[src/rtl/lcd_pkg.sv]
// Shared types and constants for the LCD write arbiter: FSM state encoding,
// the lcd_control data width and the default watchdog limit.
package lcd_pkg;

    localparam int LCD_DATA_W          = 8;
    localparam int LCD_TIMEOUT_DEFAULT = 65535;

    // WAIT_INIT is encoded as zero so the debug state reads 0 in reset.
    typedef enum logic [2:0] {
        ST_WAIT_INIT  = 3'd0,
        ST_IDLE       = 3'd1,
        ST_ISSUE      = 3'd2,
        ST_WAIT_DONE  = 3'd3,
        ST_CLEAR      = 3'd4,
        ST_CLEAR_WAIT = 3'd5
    } lcd_state_e;

endpackage

[src/rtl/lcd_req_picker.sv]
// Combinational winner selection for lcd_write_arbiter.
// Build option LCD_ARB_ROUND_ROBIN_EN: search starts after ptr; otherwise lowest index wins.
module lcd_req_picker
    import lcd_pkg::*;
#(
    parameter int NUM_REQ = 4
) (
    input  logic [NUM_REQ-1:0]         req,
    input  logic [$clog2(NUM_REQ)-1:0] ptr,
    output logic [$clog2(NUM_REQ)-1:0] idx,
    output logic                       valid
);

    localparam int IDX_W = $clog2(NUM_REQ);

    // Returns {found, index of lowest set bit}.
    function automatic logic [IDX_W:0] first_set(input logic [NUM_REQ-1:0] v);
        first_set = '0;
        for (int i = NUM_REQ - 1; i >= 0; i--) begin
            if (v[i]) begin
                first_set = {1'b1, IDX_W'(i)};
            end
        end
    endfunction

`ifdef LCD_ARB_ROUND_ROBIN_EN
    localparam logic [IDX_W:0] NUM_REQ_W = (IDX_W + 1)'(NUM_REQ);

    logic [2*NUM_REQ-1:0] dbl_req;
    logic [NUM_REQ-1:0]   rot_req;
    logic [IDX_W:0]       start;
    logic [IDX_W:0]       hit;
    logic [IDX_W:0]       sum;

    // Rotate so bit 0 of rot_req is requester ptr+1, then map the hit back.
    always_comb begin
        start   = {1'b0, ptr} + 1'b1;
        dbl_req = {req, req};
        rot_req = NUM_REQ'(dbl_req >> start);
        hit     = first_set(rot_req);
        sum     = start + {1'b0, hit[IDX_W-1:0]};
        valid   = hit[IDX_W];
        if (sum >= NUM_REQ_W) begin
            idx = IDX_W'(sum - NUM_REQ_W);
        end else begin
            idx = IDX_W'(sum);
        end
    end
`else
    logic [IDX_W:0] hit;
    logic           unused_ptr;

    always_comb begin
        hit   = first_set(req);
        idx   = hit[IDX_W-1:0];
        valid = hit[IDX_W];
    end

    assign unused_ptr = |ptr;
`endif

endmodule

[src/rtl/lcd_write_arbiter.sv]
// Arbitrates NUM_REQ byte writers plus a display-clear request onto one lcd_control.
// Build option LCD_ARB_ROUND_ROBIN_EN selects round-robin instead of fixed priority.
module lcd_write_arbiter
    import lcd_pkg::*;
#(
    parameter int NUM_REQ = 4,
    parameter int TIMEOUT = LCD_TIMEOUT_DEFAULT
) (
    input  logic                          I_CLK,
    input  logic                          I_RST,
    input  logic [NUM_REQ-1:0]            I_REQ,
    input  logic [NUM_REQ*LCD_DATA_W-1:0] I_DATA,
    input  logic                          I_CLEAR_REQ,
    input  logic                          I_INIT_DONE,
    input  logic                          I_WRITE_DONE,
    output logic                          O_WRITE_START,
    output logic [LCD_DATA_W-1:0]         O_DATA,
    output logic                          O_CLEAR,
    output logic [NUM_REQ-1:0]            O_ACK,
    output logic [$clog2(NUM_REQ)-1:0]    O_OWNER,
    output logic                          O_BUSY,
    output logic                          O_TIMEOUT,
    output logic [2:0]                    O_DBG_STATE
);

    localparam int             IDX_W   = $clog2(NUM_REQ);
    localparam int             WD_W    = $clog2(TIMEOUT + 1);
    localparam logic [WD_W-1:0] WD_LAST = WD_W'(TIMEOUT - 1);

    lcd_state_e            state_q, state_d;
    logic [IDX_W-1:0]      owner_q, owner_d;
    logic [LCD_DATA_W-1:0] data_q, data_d;
    logic [IDX_W-1:0]      ptr_q, ptr_d;
    logic [WD_W-1:0]       wd_q, wd_d;
    logic                  pending_q, pending_d;
    logic                  start_q, start_d;
    logic                  clear_q, clear_d;
    logic [NUM_REQ-1:0]    ack_q, ack_d;
    logic                  timeout_q, timeout_d;
    logic                  busy_q, busy_d;

    logic                  clear_now;
    logic [NUM_REQ-1:0]    req_eff;
    logic [IDX_W-1:0]      pick_idx;
    logic                  pick_valid;

    // No grant on the cycle O_ACK is visible: the acked requester has not yet
    // had a chance to drop I_REQ, so its level would be a stale request.
    assign req_eff = (|ack_q) ? '0 : I_REQ;

    lcd_req_picker #(
        .NUM_REQ (NUM_REQ)
    ) u_picker (
        .req   (req_eff),
        .ptr   (ptr_q),
        .idx   (pick_idx),
        .valid (pick_valid)
    );

    always_comb begin
        state_d   = state_q;
        owner_d   = owner_q;
        data_d    = data_q;
        ptr_d     = ptr_q;
        wd_d      = wd_q;
        start_d   = 1'b0;
        clear_d   = 1'b0;
        ack_d     = '0;
        timeout_d = 1'b0;
        clear_now = pending_q | I_CLEAR_REQ;
        pending_d = clear_now;

        case (state_q)
            ST_WAIT_INIT: begin
                if (I_INIT_DONE) begin
                    state_d = ST_IDLE;
                end
            end
            ST_IDLE: begin
                if (clear_now) begin
                    pending_d = 1'b0;
                    state_d   = ST_CLEAR;
                end else if (pick_valid) begin
                    owner_d = pick_idx;
                    data_d  = I_DATA[LCD_DATA_W*pick_idx +: LCD_DATA_W];
`ifdef LCD_ARB_ROUND_ROBIN_EN
                    ptr_d   = pick_idx;
`endif
                    state_d = ST_ISSUE;
                end
            end
            ST_ISSUE: begin
                start_d = 1'b1;
                wd_d    = '0;
                state_d = ST_WAIT_DONE;
            end
            ST_WAIT_DONE: begin
                // Done on the terminal-count cycle still wins over the watchdog.
                if (I_WRITE_DONE) begin
                    ack_d[owner_q] = 1'b1;
                    state_d        = ST_IDLE;
                end else if (wd_q == WD_LAST) begin
                    timeout_d = 1'b1;
                    state_d   = ST_IDLE;
                end else begin
                    wd_d = wd_q + 1'b1;
                end
            end
            ST_CLEAR: begin
                clear_d = 1'b1;
                wd_d    = '0;
                state_d = ST_CLEAR_WAIT;
            end
            ST_CLEAR_WAIT: begin
                if (I_WRITE_DONE) begin
                    state_d = ST_IDLE;
                end else if (wd_q == WD_LAST) begin
                    timeout_d = 1'b1;
                    state_d   = ST_IDLE;
                end else begin
                    wd_d = wd_q + 1'b1;
                end
            end
            default: begin
                state_d = ST_WAIT_INIT;
            end
        endcase

        // Losing initDone abandons whatever is in flight but keeps a queued clear.
        if (state_q != ST_WAIT_INIT && !I_INIT_DONE) begin
            state_d   = ST_WAIT_INIT;
            owner_d   = owner_q;
            data_d    = data_q;
            ptr_d     = ptr_q;
            start_d   = 1'b0;
            clear_d   = 1'b0;
            ack_d     = '0;
            timeout_d = 1'b0;
            pending_d = clear_now;
        end

        busy_d = (state_d != ST_IDLE);
    end

    always_ff @(posedge I_CLK) begin
        if (I_RST) begin
            state_q   <= ST_WAIT_INIT;
            owner_q   <= '0;
            data_q    <= '0;
            ptr_q     <= '0;
            wd_q      <= '0;
            pending_q <= 1'b0;
            start_q   <= 1'b0;
            clear_q   <= 1'b0;
            ack_q     <= '0;
            timeout_q <= 1'b0;
            busy_q    <= 1'b0;
        end else begin
            state_q   <= state_d;
            owner_q   <= owner_d;
            data_q    <= data_d;
            ptr_q     <= ptr_d;
            wd_q      <= wd_d;
            pending_q <= pending_d;
            start_q   <= start_d;
            clear_q   <= clear_d;
            ack_q     <= ack_d;
            timeout_q <= timeout_d;
            busy_q    <= busy_d;
        end
    end

    assign O_WRITE_START = start_q;
    assign O_DATA        = data_q;
    assign O_CLEAR       = clear_q;
    assign O_ACK         = ack_q;
    assign O_OWNER       = owner_q;
    assign O_BUSY        = busy_q;
    assign O_TIMEOUT     = timeout_q;
    assign O_DBG_STATE   = state_q;

endmodule

[config.mk]
export PLATFORM = sky130hd
export DESIGN_NAME = lcd_write_arbiter
export DESIGN_NICKNAME = d
export VERILOG_FILES = /design/src/rtl/lcd_pkg.sv /design/src/rtl/lcd_req_picker.sv /design/src/rtl/lcd_write_arbiter.sv
export SDC_FILE = /design/constraint.sdc
export NUM_CORES = 1
export LEC_CHECK = 0
export CORE_MARGIN = 3
export CORE_UTILIZATION = 40
export DETAILED_ROUTE_END_ITERATION = 6
export PLACE_DENSITY = 0.7
export SLEW_MARGIN = 5
export SYNTH_ARGS = -nofsm -noshare
export SYNTH_HDL_FRONTEND = slang
export SYNTH_SLANG_ARGS = --single-unit
[constraint.sdc]
create_clock -name I_CLK -period 2.37 [get_ports I_CLK]
set_clock_uncertainty 0.1 [all_clocks]
set_input_delay 0.474 -clock I_CLK [delete_from_list [all_inputs] [get_ports I_CLK]]
set_output_delay 0.474 -clock I_CLK [all_outputs]
set_load 0.03 [all_outputs]
* Word-level counts from Yosys, hierarchy flattened *
Index checks and enable logic that the tools add are counted.

storage, ports and cells
  bits of input ports = 41
  bits in latches = 0
  logic and storage cells = 65
  output and inout port bits = 21
  bits in read-only memories = 0
  memory bits (writable) = 0
  bits in registers = 38
  memories kept = 0

operators by class
  muxes and demuxes = 22
  order comparisons = 2
  equality and inequality tests = 9
  shift-type cells = 1
  reductions and logical operators = 14
  add/sub/neg operators = 1
  bitwise operators = 6
  multipliers = 0
  div/mod/pow operators = 0

operator list
  operator                 count
  $mux W16                 2
  $pmux W16 S2             1
  $shiftx A32 B6 Y8        1
  $mux W3                  10
  $add A16 B1 Y16 const B  1
  $eq A16 B16 Y1 const B   1
  $pmux W3 S5              1
  $reduce_or A4 Y1         3
  $eq A3 B2 Y1 const B     2
  $eq A3 B3 Y1 const B     2
  $mux W1                  6
  $reduce_or A2 Y1         3
  $not A1 Y1               5
  $mux W4                  1
  $ne A2 B2 Y1 const B     2
  $reduce_and A4 Y1        1
  $eq A3 B1 Y1 const B     1
  $logic_not A3 Y1         1
  $lt A2 B3 Y1 const B     1
  $ne A3 B1 Y1 const B     1
  $reduce_and A3 Y1        1
  $reduce_bool A3 Y1       1
  $demux W1 S2             1
  $ge A2 B1 Y1 const B     1
  other kinds (4)          5

* Longest topological paths before layout *
Gate-level depths: netlist of the first run.

  word-level depth = 11
  gate-level depth with buffers = 7

* By module *
A second synthesis of the first run with hierarchy kept.

second synthesis, totals
  cell total of the unflattened synthesis = 208
  area, all modules = 1971.9 µm²

modules (own cells, without submodules)
  module             area each (µm²)  times used  cells an instance
  lcd_write_arbiter  1936.9           1           201
  lcd_req_picker     35.0             1           7

* Worst setup path after synthesis of the first run *
Ideal clock, no wire load.

  path type = flip-flop to flip-flop
  start = register state_q[1] (netlist: O_DBG_STATE[1])
  end = register wd_q[13]
  clock period less this slack = 2143 ps
  arrival = 1915 ps
  buffers on the path = 0
  stages on the path, launching flop included = 7
  required time = 2142 ps
  path slack = 227 ps
  path through = dfxtp_1 > ha_1 > nand3_1 > or4_4 > a211oi_1 > xnor2_1 > nor2_1

between the ends
  cells in the longest elaborated chain, start to end = 4
  elaborated cells on any way between the ends = 11

RTL lines
  item                                                          RTL line                  source
  start: declaration                                            lcd_write_arbiter.sv:30   lcd_state_e state_q, state_d;
  start signal: assignment                                      lcd_write_arbiter.sv:159  state_q <= state_d;
  $eq A3 B3 Y1 or $eq A3 B2 Y1 (tied branches)                  lcd_write_arbiter.sv:73   case (state_q)
  $reduce_or A2 Y1 (no line)                                    n/a
  $ne A2 B2 Y1 (no line) or $reduce_bool A2 Y1 (tied branches)  n/a
  $reduce_and A3 Y1 (no line)                                   n/a
  end signal: assignment                                        lcd_write_arbiter.sv:163  wd_q <= wd_d;
  end: declaration                                              lcd_write_arbiter.sv:34   logic [WD_W-1:0] wd_q, wd_d;

Parallel ways exist; a longest one is shown, timed or not.
A chain may end at the register's enable or synchronous reset.

* Final worst setup path of the first run *
  start = register state_q[0] (netlist: O_DBG_STATE[0])
  end = output O_DBG_STATE[0]

RTL lines
  item              RTL line                 source
  end: declaration  lcd_write_arbiter.sv:23  output logic [2:0] O_DBG_STATE

No word-level cell between the ends.

==> results.md, run 1 <==
- Slew HR: 0.6630
- Final min period: ~2.2 ns
- Cells after synthesis: roughly 250
- Synth Warn #: 0
- # IOs: slightly above 60
- CP top delay family: buffers and inverters
- Crit-path cells: clkdlybuf4s50_1
- H-tree levels: 2
- Max Clk Rate: roughly 450 MHz
- Gr ovfl total: 0
- Drt total wl: roughly 5.8 mm
- Startpoint Class: flip-flop
- Ys flop type: dfxtp_1
- Most frequent cells in the layout: clkdlybuf4s50_1, dfxtp_1, nor2_1, nand2_1, nor3_1
- Clock Tree Buf Depth: 2
- Clock root buffer: clkbuf_8
- Fraction of layout cells with a size suffix above 1: 0.1003
- Total stage count of the critical path: 1
- Critical Path End Type: primary output
- Final hold violations: 0
- Least-Margin Pin Slew: roughly 0.5 ns
- Vias in the first global route: approximately 2,000
- Peak supply drop: about 0.44 mV
- Crit share post-route: 0.9306
- Final setup viols: 0
- CP Buf/Inv Count: 1
- Worst Setup EP: O_DBG_STATE[0]
- Starting Density: 0.4217
- Top post-synthesis cells by area: dfxtp_1, nor2_1, nor3_1
- Net Count, Synth: 289
- Slowest-stage cell, CP: clkdlybuf4s50_1
- CTS tree: built
- Pre-CTS setup slack: -0.02586 ns
- Worst hold path type: reg2reg
- CORE AREA: around 4800 µm²
- Post-synth EDFFs: 0
- Resize count post-CTS: 0
- Filler cells: between 400 and 500
- Hold path start: O_DATA[0]
- Post-synth ARST share: 0
- Pwr dens: 572.0 nW/µm²
- Total power: ~1.7 mW
- Status: finished clean
- Synth-to-layout area growth: 43.09%
- Routed Antenna Nets: 0
- Rows: 25
- GRT Total Usage: 0.2078
- Port bufs: roughly 60
- Worst Path Required: 1.80 ns
- Die area: between 5000 and 6000 µm²
- Register area share after synthesis: 0.3769
- Critical Path Source: O_DBG_STATE[0]
- Avg Cell Area, Syn: between 8 and 9 µm²
- Max Cap Viol: 0
- Drt pass-1 iters: 4
- R2r startpoint: O_ACK[1]
- FF-to-FF path depth: 5
- Placed Area: 2779 µm²
- Area share of the largest cell type after synthesis: 0.3769
- Area leader, netlist: dfxtp_1
- First-pass GRT wire length: between 9 and 10 mm
- Cell variety after synth: 48
- Post-CTS Repair Setup Buffers: 0
- Dpl cells: 378
- Die Wd: 77.03 µm
- Num CTS Buffers: 5
- RSZ-0062 raised after global routing: no
- Diode count: 0
- Routed WL per cell: between 15 and 20 µm
- Switch share: 0.2913
- P_leak: 1.050 nW
- Reg2Reg Setup Slack: around 0.23 ns
- Reg power frac: 0.418
- Residual DRC: 0
- Finished Layout Cells: 386
- Comb pwr share: 0.254
- Pins over their slew limit: 0
- Vias per cell: about 5.4
- DIE HEIGHT: between 70 and 80 µm
- Worst path arrival time: 1.63 ns
- Worst-path clk slew: ~0.08 ns
- Min Hold Slack: 0.3512 ns
- CP peak stage delay: between 0.7 and 0.8 ns
- Max Fanout on Critical Path: 10
- Crit Path Class: reg2out
- Setup TNS: 0 ns
- Mapped Area: just over 2000 µm²
- Routability-driven placement congestion ratio: around 0.85
- Via count: approximately 2,100
- Clock power frac: 0.328
- Initial antenna violation count: 0
- Drt first-iter violations: 122
- P_sw: a little under 500 µW
- Reg-to-Reg End: O_DATA[5]
- Worst-skew pair later-pin latency: around 0.30 ns
- Most common cell after layout, fill and taps aside: clkdlybuf4s50_1
- # hold bufs at CTS: 0
- Final Util: 0.6034
- HPWL after detailed placement: ~4.5 mm
- Setup ws final: around 0.16 ns
- Fin area: 2888 µm²
- Yosys reg bits: 38
- Pin count of the biggest net entering global routing: 17
- CTS sink count: 38
- Int Power: 1.171 mW
- Final net count: about 360
-- logic make-up after synthesis --
kind of cell	count (synthesis)	synth area share
fa+ha+maj	3	0.01860
mux	2	0.01054
compound gates	61	0.2077
xor+xnor	15	0.06510
flops	38	0.3769
buf+inv	15	0.03037
simple gates	111	0.2908
-- layer usage --
layer	part of all wire	track usage	vias to the layer above	wire length, µm
met5	0	0	-	0
met4	0.023	0.06584	0	136
met3	0.049	0.05634	10	286
met2	0.49	0.3510	56	2852
met1	0.44	0.2567	957	2545
li1	-	-	1046	-
-- worst min-delay path by stage --
| stage | end | slack (ns) | cells past startpoint |
|---|---|---|---|
| after floorplan | wd_q[6] | 0.38 | 2 |
| after global placement | O_DATA[0] | 0.33 | 2 |
| after detailed placement | O_DATA[0] | 0.34 | 2 |
| after CTS | O_DATA[0] | 0.36 | 2 |
| after global routing | O_DATA[0] | 0.37 | 2 |
| final | O_DATA[0] | 0.35 | 2 |
-- Yosys cell counts, drive strengths merged, types with 2 or more instances --
| cell type | instances |
|---|---|
| or4 | 6 |
| nand2b | 5 |
| buf | 5 |
| o21ai | 8 |
| and3 | 3 |
| nor2 | 36 |
| o21a | 7 |
| xor2 | 9 |
| nor4b | 3 |
| a21oi | 9 |
| nand2 | 18 |
| nor3 | 18 |
| o21bai | 2 |
| nor4 | 4 |
| nand4 | 4 |
| o22ai | 7 |
| a22oi | 2 |
| o2111ai | 4 |
| clkbuf | 4 |
| inv | 6 |
| a21o | 2 |
| ha | 3 |
| nand3 | 5 |
| and2 | 3 |
| or2 | 2 |
| dfxtp | 38 |
| a211oi | 4 |
| o31ai | 8 |
| xnor2 | 6 |
| a31oi | 3 |
-- power by group through the flow --
stage	sequential, mW	clock, mW	combinational, mW
4_1_cts	0.690	0.555	0.418
3_5_place_dp	0.706	0	0.417
5_1_grt	0.694	0.593	0.456
6_report	0.690	0.542	0.419
2_1_floorplan	0.736	0	0.201
3_3_place_gp	0.705	0	0.414
-- flip-flops by register name (all words and copies together), names as in the netlist --
name / cells
O_OWNER: 2
O_CLEAR: 1
O_WRITE_START: 1
O_BUSY: 1
O_DBG_STATE: 3
O_ACK: 4
pending_q: 1
O_DATA: 8
O_TIMEOUT: 1
wd_q: 16
-- cell type report --
cell class                      count  area, µm²  area share
Timing Repair Buffer               75      715.7      0.2478
Clock buffer                        5      68.82     0.02383
Clock inverter                      3      40.04     0.01386
Inverter                            6      22.52    0.007799
Tap cell                           67      83.83     0.02903
Multi-Input combinational cell    192       1196      0.4142
Sequential cell                    38      760.7      0.2634
Note: power is estimated with default switching activity, not from simulation.
==> run 2: changes to the inputs <==
--- a/config.mk
+++ b/config.mk
@@ -7,6 +7,7 @@
 export LEC_CHECK = 0
 export CORE_MARGIN = 3
 export CORE_UTILIZATION = 40
+export CTS_CLUSTER_SIZE = 12
 export DETAILED_ROUTE_END_ITERATION = 6
 export PLACE_DENSITY = 0.7
 export SLEW_MARGIN = 5
==> results of run 2 <==
Final layout, timing and power as in run 1 (identical DEF).
